<file path="src/rtl/mips_pkg.sv">
// Shared memory-interface constants and the fetch FIFO entry type.
package mips_pkg;

  localparam logic [1:0]  SZ_BYTE  = 2'd0;
  localparam logic [1:0]  SZ_WORD  = 2'd1;
  localparam logic [1:0]  SZ_4WORD = 2'd2;
  localparam logic [1:0]  SZ_8WORD = 2'd3;

  localparam logic [31:0] MEM_BASE = 32'h8002_0000;

  typedef struct packed {
    logic [31:0] instr;
    logic [31:0] pc;
  } fetch_entry_t;

  function automatic logic [31:0] word_align(input logic [31:0] addr);
    return {addr[31:2], 2'b00};
  endfunction

endpackage

</file>
<file path="src/rtl/fetch_fifo.sv">
// Prefetch FIFO of {instr, pc} entries: power-of-two depth, synchronous flush,
// async active-low reset of pointers and count.
module fetch_fifo
  import mips_pkg::*;
#(
  parameter  int DEPTH = 2,
  localparam int PTR_W = (DEPTH > 1) ? $clog2(DEPTH) : 1,
  localparam int CNT_W = $clog2(DEPTH + 1)
) (
  input  logic             clk,
  input  logic             rst_n,
  input  logic             i_push,
  input  logic             i_pop,
  input  logic             i_flush,
  input  fetch_entry_t     i_data,
  output fetch_entry_t     o_head,
  output logic [CNT_W-1:0] o_count
);

  fetch_entry_t     r_mem [DEPTH];
  logic [PTR_W-1:0] r_wr_ptr;
  logic [PTR_W-1:0] r_rd_ptr;
  logic [CNT_W-1:0] r_count;
  logic             w_full;

  assign w_full = (r_count == CNT_W'(DEPTH));

  // NOTE: sequential state uses non-blocking assignments so every flop samples
  // the pre-edge values regardless of statement order.
  always_ff @(posedge clk or negedge rst_n) begin
    if (!rst_n) begin
      r_wr_ptr <= '0;
      r_rd_ptr <= '0;
      r_count  <= '0;
    end else if (i_flush) begin
      r_wr_ptr <= '0;
      r_rd_ptr <= '0;
      r_count  <= '0;
    end else begin
      if (i_push) r_wr_ptr <= r_wr_ptr + PTR_W'(1);
      if (i_pop)  r_rd_ptr <= r_rd_ptr + PTR_W'(1);
      case ({i_push, i_pop})
        2'b10:   r_count <= r_count + CNT_W'(1);
        2'b01:   r_count <= r_count - CNT_W'(1);
        default: r_count <= r_count;
      endcase
    end
  end

  // NOTE: the storage array is deliberately not reset; a slot is only read
  // after it has been written, so reset would only cost flops and routing.
  always_ff @(posedge clk) begin
    if (i_push && !i_flush) r_mem[r_wr_ptr] <= i_data;
  end

  assign o_head  = r_mem[r_rd_ptr];
  assign o_count = r_count;

  // The issue rule upstream reserves a slot for every outstanding request.
  a_no_push_when_full : assert property (
    @(posedge clk) disable iff (!rst_n) !(i_push && w_full)
  );

endmodule

</file>
<file path="src/rtl/fetch_unit.sv">
// Instruction fetch stage: PC, single-word reads, prefetch FIFO, redirect flush.
// Optional performance counter enabled by defining FETCH_PERF_CNT_EN.
module fetch_unit
  import mips_pkg::*;
#(
  parameter logic [31:0] RESET_PC = MEM_BASE,
  parameter int          DEPTH    = 2
) (
  input  logic        clk,
  input  logic        reset_n,
  output logic [31:0] mem_addr,
  output logic [31:0] mem_data_in,
  output logic [1:0]  mem_access_size,
  output logic        mem_rd_wr,
  output logic        mem_enable,
  input  logic [31:0] mem_data_out,
  input  logic        mem_busy,
  output logic        if_valid,
  input  logic        if_ready,
  output logic [31:0] if_instr,
  output logic [31:0] if_pc,
  input  logic        redirect,
  input  logic [31:0] redirect_pc,
  output logic        fetch_err,
  output logic [31:0] fetch_cnt
);

  localparam int CNT_W = $clog2(DEPTH + 1);

  logic [31:0]      r_pc;
  logic [31:0]      r_tag;
  logic             r_pending;
  logic             r_fetch_err;

  logic [CNT_W-1:0] w_count;
  logic [CNT_W:0]   w_occupancy;
  fetch_entry_t     w_head;
  fetch_entry_t     w_entry;
  logic             w_push;
  logic             w_pop;
  logic             w_issue;

  assign w_pop = if_valid && if_ready;

  // A slot freed by this cycle's handshake may be reused by this cycle's issue;
  // that is what sustains one instruction per cycle with two entries.
  assign w_occupancy = {1'b0, w_count} - (CNT_W+1)'(w_pop) + (CNT_W+1)'(r_pending);
  assign w_issue     = reset_n && !redirect && !mem_busy &&
                       (w_occupancy < (CNT_W+1)'(DEPTH));

  // A redirect on the capture edge drops the returning word.
  assign w_push  = r_pending && !redirect;
  assign w_entry = '{instr: mem_data_out, pc: r_tag};

  always_ff @(posedge clk or negedge reset_n) begin
    if (!reset_n) begin
      r_pc        <= RESET_PC;
      r_tag       <= '0;
      r_pending   <= 1'b0;
      r_fetch_err <= 1'b0;
    end else begin
      if (redirect)     r_pc <= word_align(redirect_pc);
      else if (w_issue) r_pc <= r_pc + 32'd4;
      if (w_issue)      r_tag <= r_pc;
      r_pending <= w_issue;
      if (redirect && (redirect_pc[1:0] != 2'b00)) r_fetch_err <= 1'b1;
    end
  end

  fetch_fifo #(.DEPTH(DEPTH)) u_fifo (
    .clk     (clk),
    .rst_n   (reset_n),
    .i_push  (w_push),
    .i_pop   (w_pop),
    .i_flush (redirect),
    .i_data  (w_entry),
    .o_head  (w_head),
    .o_count (w_count)
  );

  assign mem_addr        = r_pc;
  assign mem_data_in     = 32'h0;
  assign mem_access_size = SZ_WORD;
  assign mem_rd_wr       = 1'b1;
  assign mem_enable      = w_issue;

  assign if_valid  = (w_count != '0);
  assign if_instr  = if_valid ? w_head.instr : 32'h0;
  assign if_pc     = if_valid ? w_head.pc    : 32'h0;
  assign fetch_err = r_fetch_err;

`ifdef FETCH_PERF_CNT_EN
  logic [31:0] r_fetch_cnt;

  always_ff @(posedge clk or negedge reset_n) begin
    if (!reset_n)   r_fetch_cnt <= '0;
    else if (w_pop) r_fetch_cnt <= r_fetch_cnt + 32'd1;
  end

  assign fetch_cnt = r_fetch_cnt;
`else
  assign fetch_cnt = 32'h0;
`endif

endmodule

</file>
<file path="config.mk">
export PLATFORM = sky130hd
export DESIGN_NAME = fetch_unit
export DESIGN_NICKNAME = d
export VERILOG_FILES = /design/src/rtl/mips_pkg.sv /design/src/rtl/fetch_fifo.sv /design/src/rtl/fetch_unit.sv
export SDC_FILE = /design/constraint.sdc
export NUM_CORES = 1
export LEC_CHECK = 0
export BUFFER_PORTS_ARGS = -buffer_cell sky130_fd_sc_hd__buf_2
export CAP_MARGIN = 30
export CORE_UTILIZATION = 53
export DETAILED_ROUTE_END_ITERATION = 8
export GPL_TIMING_DRIVEN = 0
export PLACE_DENSITY = 0.85
export SYNTH_ARGS = -nofsm -noshare
export SYNTH_HDL_FRONTEND = slang
export SYNTH_HIERARCHICAL = 1
export SYNTH_SLANG_ARGS = --single-unit
export TNS_END_PERCENT = 100
</file>
<file path="constraint.sdc">
create_clock -name clk -period 7.95 [get_ports clk]
set_input_delay 1.1925 -clock clk [delete_from_list [all_inputs] [get_ports clk]]
set_output_delay 1.1925 -clock clk [all_outputs]
set_load 0.03 [all_outputs]
</file>
; Word-level counts from Yosys, hierarchy flattened
; Memory sizes are Yosys's and may differ from the RTL's.
; Cells that the tools add are included.
; Widths: inputs -> output; s select.
[word_totals]
memories = 1
ff_bits = 70
ramBits = 128
out_inout_bits = 166
wordCells = 45
in_bits = 69
[op_classes]
mux = 12
add_sub_neg = 7
n_reduce_logical = 15
n_eq_ne = 2
order_cmp = 1
[mem_list]
columns = memory, words, width, read_ports, rd_ports_with_merged_regs, wr, line
row1 = u_fifo.r_mem, 2, 64, 1, 0, 1, fetch_fifo.sv:20  ; fetch_entry_t r_mem [DEPTH];
[op_table]
columns = operator, n
row1 = $mux 32, 4
row2 = $add 32x3->32 const B, 1
row3 = $reduce_bool 2->1, 5
row4 = $logic_and 1x1->1, 7
row5 = $mux 1, 6
row6 = $pmux 2 s2, 1
row7 = $add 3x1->3, 1
row8 = $lt 3x2->1 const B, 1
row9 = $reduce_bool 3->1, 1
row10 = $sub 2x1->3, 1
row11 = $add 1x1->1 const B, 2
row12 = $add 2x1->2 const B, 1
row13 = $eq 2x1->1 const B, 1
row14 = $eq 2x2->1 const B, 1
row15 = $logic_not 1->1, 2
row16 = $mux 2, 1
row17 = $sub 2x1->2 const B, 1

; Depth between registers and ports, before layout
[logic_depth]
ltp_word = 8
ltp_mapped = 13
ltp_nobuf = 11

; Hierarchy
; The synthesis kept the hierarchy.
[by_module_without_submodules]
columns = module, area_per_inst_um2, cells_each, n_inst, seq_area_each_um2
row1 = fetch_fifo, 5028.6, 218, 1, 3943.8
row2 = fetch_unit, 4097.7, 500, 1, 1554.0

; Worst setup path before layout
; Ideal clock, no wire load.
[synth_timing]
kind = in2reg
startpoint = input redirect
endpoint = memory u_fifo/r_mem[0][0] (netlist name), enable pin
cell_stages = 4
t_arrival_ps = 6513
required_ps = 7371
n_path_buf = 2
setup_time_ps = 579
setup_slack_ps = 858
path_cell_list = buf_6 -> clkbuf_1 -> nor2b_1 -> nor3b_1
[synth_via]
elab_chain_cells = 5
[synth_rtl]
columns = item, line
row1 = from (decl), fetch_unit.sv:22  ; input logic redirect,
row2 = $logic_not 1->1, fetch_unit.sv:52  ; assign w_push = r_pending && !redirect;
row3 = $logic_and 1x1->1, fetch_unit.sv:52
row4 = net w_push, fetch_unit.sv:39  ; logic w_push;
row5 = $logic_and 1x1->1, fetch_fifo.sv:53  ; if (i_push && !i_flush) r_mem[r_wr_ptr] <= i_data;
row6 = $mux 1, fetch_fifo.sv:53
row7 = $mux 1 (not written as such), fetch_fifo.sv:53
row8 = to (decl), fetch_fifo.sv:20
; The timed path passes the listed nets, and every way through them passes these cells.

; Worst setup path after layout
[layout_timing]
startpoint = register u_fifo.r_count[1] (netlist: u_fifo/o_count[1])
endpoint = output mem_enable
[layout_via]
elab_chain_cells = 6
[layout_rtl]
columns = item, line
row1 = from (decl), fetch_fifo.sv:23  ; logic [CNT_W-1:0] r_count;
row2 = from (signal assigned), fetch_fifo.sv:43  ; 2'b10: r_count <= r_count + CNT_W'(1);
row3 = from (signal assigned), fetch_fifo.sv:44  ; 2'b01: r_count <= r_count - CNT_W'(1);
row4 = from (signal assigned), fetch_fifo.sv:45  ; default: r_count <= r_count;
row5 = $reduce_bool 2->1, fetch_unit.sv:87  ; assign if_valid = (w_count != '0);
row6 = $logic_and 1x1->1, fetch_unit.sv:43  ; assign w_pop = if_valid && if_ready;
row7 = net w_pop, fetch_unit.sv:40  ; logic w_pop;
row8 = $sub 2x1->3, fetch_unit.sv:47  ; assign w_occupancy = {1'b0, w_count} - (CNT_W+1)'(w_pop) + (CNT_W+1)'(r_pending);
row9 = $add 3x1->3, fetch_unit.sv:47
row10 = $lt 3x2->1, fetch_unit.sv:49  ; (w_occupancy < (CNT_W+1)'(DEPTH));
row11 = $logic_and 1x1->1, fetch_unit.sv:48  ; assign w_issue = reset_n && !redirect && !mem_busy &&
row12 = to (decl), fetch_unit.sv:15  ; output logic mem_enable,
; The timed path passes the listed nets, and every way through them passes these cells.

==> impl_metrics.toml <==
[power_and_ir_drop]
p_comb_share_pct = 29.4
switching_share_pct = 33.8
ir_drop_mv = 0.159
intPower_mw = 2.01
p_leak_nw = 5.07
p_per_area_mw_per_mm2 = 272
clkPwrFrac_pct = 26.6
power.switching_mw = 1.03
p_seq_share_pct = 44.0

[synthesis]
yosys-top-cells-area = "edfxtp_1 42%, dfrtp_1 18%, mux2_4 8.2%, buf_4 5.7%, nand2_1 5.1%"
ys_warn_count = 6
ys_ff_latch = 194
synth_top_flop_cell = "edfxtp_1"
netlist_instances = 718
synth.cell_area_mm2 = 0.00913
yosysSeqAreaShare_pct = 60.2
synth_edf_count = 128
async_reset_ff_share_pct = 34.0
yosysTopAreaCellShare_pct = 42.1
avgSynthCellArea_um2 = 12.7
yosys.area.top_type = "edfxtp_1"
ys_types = 55

[placed_design]
post-place-ws_ns = 2.81
hpwlAfterDp_um = 14100
place_inst = 1181
port_buffers = 165
gp_congestion = 0.902

[critical_path]
cp_slowest_cell = "fa_1"
end_kind = "output port"
slowest_delay_ns = 0.53
rrSetupSlack_ns = 3.83
worstPathArrival_ns = 4.16
crit_required_ns = 6.76
path_class = "reg2out"
path_delay_family = "simple AND/OR/NAND/NOR gates"
path_max_fanout = 11
crit_chain = "or2_2, clkbuf_1, and2_1, ha_1, nand2b_1, fa_1, nand4bb_4, or2_1, inv_1, buf_2, buf_2, buf_2"
crit_buf_inv = 5
critPathLaunchType = "flip-flop"
cpMostUsedCell = "buf_2"

[clock_network]
htree_levels = 4
cts-root-buf = "clkbuf_16"
cts_made_buffers = 17
clock_latency_ns = 0.42
clkTransAtPathRegs_ns = 0.07
cts_sinks = 194
cts_tree = "built"
ctsResizeCount = 0
hold_buffers = 0
postCtsSetupRepairBufs = 0
clockBufferDepth = 2

[sta]
worstMarginPinSlew_ns = 0.874
post-route-period-util_pct = 67.3
fin_setup_tns_ns = 0
setup_slack_ns = 2.60
skew_ns = 0.00924
finalCriticalPeriod_ns = 5.35
hold_violations = 0
rsz0062_at_grt = "false"
fmax_mhz = 187
finalSetupViolCount = 0
maxSlewViolCount = 0
slew_headroom_pct = 41.7

[global_routing]
track_usage_pct = 22.6
overflow = 0
grt_start_max_net_pins = 68
antenna_found_initial = 0
grt_pass1_vias = 6020
grt_pass1_wl_um = 30700

[cells_and_area]
synthToLayoutAreaGrowth_pct = 22.5
insertedDiodeCount = 0
fin_nets = 1052
fin_cells = 1213
nFillCells = 1237
mostFrequentLayoutCells = "173 x buf_2, 128 x edfxtp_1, 124 x nand2_1, 73 x conb_1, 71 x and2_1"
layout_commonest_cell = "buf_2"
multi_input_area_mm2 = 0.00318
seq_area_mm2 = 0.00550
drive_gt1_share_pct = 36.3

[floorplanning]
num_io_pins = 235
die_h_um = 133
die_area_mm2 = 0.0177
coreArea_mm2 = 0.0167
rows = 47
die_w_um = 133
start_util_pct = 54.6

[drt]
vias_per_cell = 5.05
ant_nets = 0
wirelength_um = 19500
drt_iter0_drc = 303
vias = 6120
drt-pass1-iter-count = 7
drc_errors = 0
routedWlPerCell_um = 16.1

[flow_run]
drv_cap = 0

[status]
status = "finished clean"

[worst_hold_path]
min_path_type = "reg2reg"
-- Yosys cell counts, drive strengths merged (2+ instances only) --
cell type and instances:
nor3b 4, buf 86, a221o 6, nand2 124
nor2 18, nand3b 3, and3b 2, and4 3
a22oi 3, o311ai 5, or3 3, a32oi 5
nand2b 5, clkbuf 16, ha 2, o211ai 6
and2 71, a21oi 4, conb 2, edfxtp 128
xnor2 4, nand3 5, dfstp 2, inv 5
mux2 64, nand4 17, and3 5, nor2b 4
nor3 5, o21ai 21, dfrtp 64, xor2 3
nor4 5, or2 2, mux2i 4, a31oi 2
o31ai 2
-- sequential cells by signal, indices dropped and copies added (netlist names) --
name	flops
u_fifo/r_mem	128
mem_addr	30
r_tag	30
u_fifo/o_count	2
fetch_err	1
r_pending	1
u_fifo/r_rd_ptr	1
u_fifo/r_wr_ptr	1
-- path summary, 6_finish.rpt --
kind                                    from      endpoint  cells after the start
setup / recovery           u_fifo/o_count[1]    mem_enable                     12
hold / removal                     fetch_err     fetch_err                      1
setup reg to reg           u_fifo/o_count[1]  mem_addr[29]                     13
hold reg to reg                    fetch_err     fetch_err                      1
max in group asynchronous            reset_n     r_tag[25]                      1
min in group asynchronous            reset_n  mem_addr[11]                      1
-- metrics by stage --
stage	power, mW	cell area, µm²	util (%)	hold WS, ns
floorplan	1.99	9390	-	0.442
global placement	2.22	10500	62.8	0.446
detailed placement	2.25	10600	63.5	0.447
CTS	3.06	11200	66.9	0.468
global route	3.17	11200	66.9	0.484
finish	3.04	11200	66.9	0.463
-- power groups by stage --
stage          Clock (mW)  Sequential [mW]  Combinational (mW)
2_1_floorplan           0             1.37               0.623
3_3_place_gp            0             1.35               0.876
3_5_place_dp            0             1.36               0.895
4_1_cts             0.825             1.33               0.899
5_1_grt             0.855             1.35               0.962
6_report            0.809             1.34               0.892
-- layout make-up --
class / count / area share, %
Buffer: 102 / 6.33
Multi-Input combinational cell: 488 / 28.4
Clock inverter: 9 / 0.638
Tap cell: 220 / 2.46
Timing Repair Buffer: 172 / 8.30
Inverter: 5 / 0.168
Clock buffer: 23 / 4.48
Sequential cell: 194 / 49.2
-- metal layers --
| metal | part of all wire (%) | wire length, µm | track usage (%) | up-vias |
|---|---|---|---|---|
| li1 | - | - | - | 2928 |
| met1 | 39 | 7560 | 27.2 | 2901 |
| met4 | 2.4 | 459 | 10.3 | 0 |
| met3 | 7.2 | 1400 | 4.87 | 35 |
| met5 | 0 | 0 | 0 | - |
| met2 | 52 | 10100 | 38.8 | 256 |
-- logic make-up after synthesis --
| group | after synthesis | share of synthesized area, % |
|---|---|---|
| multiplexers | 68 | 10.4 |
| flip-flops | 194 | 60.2 |
| other | 2 | 0.0823 |
| AND/OR/NAND/NOR | 278 | 15.7 |
| buffers and inverters | 107 | 7.95 |
| XOR/XNOR | 7 | 0.672 |
| AO/OA/AOI/OAI | 59 | 4.50 |
| adder cells (fa/ha/maj) | 3 | 0.494 |
(Power assumes the default switching activity.)
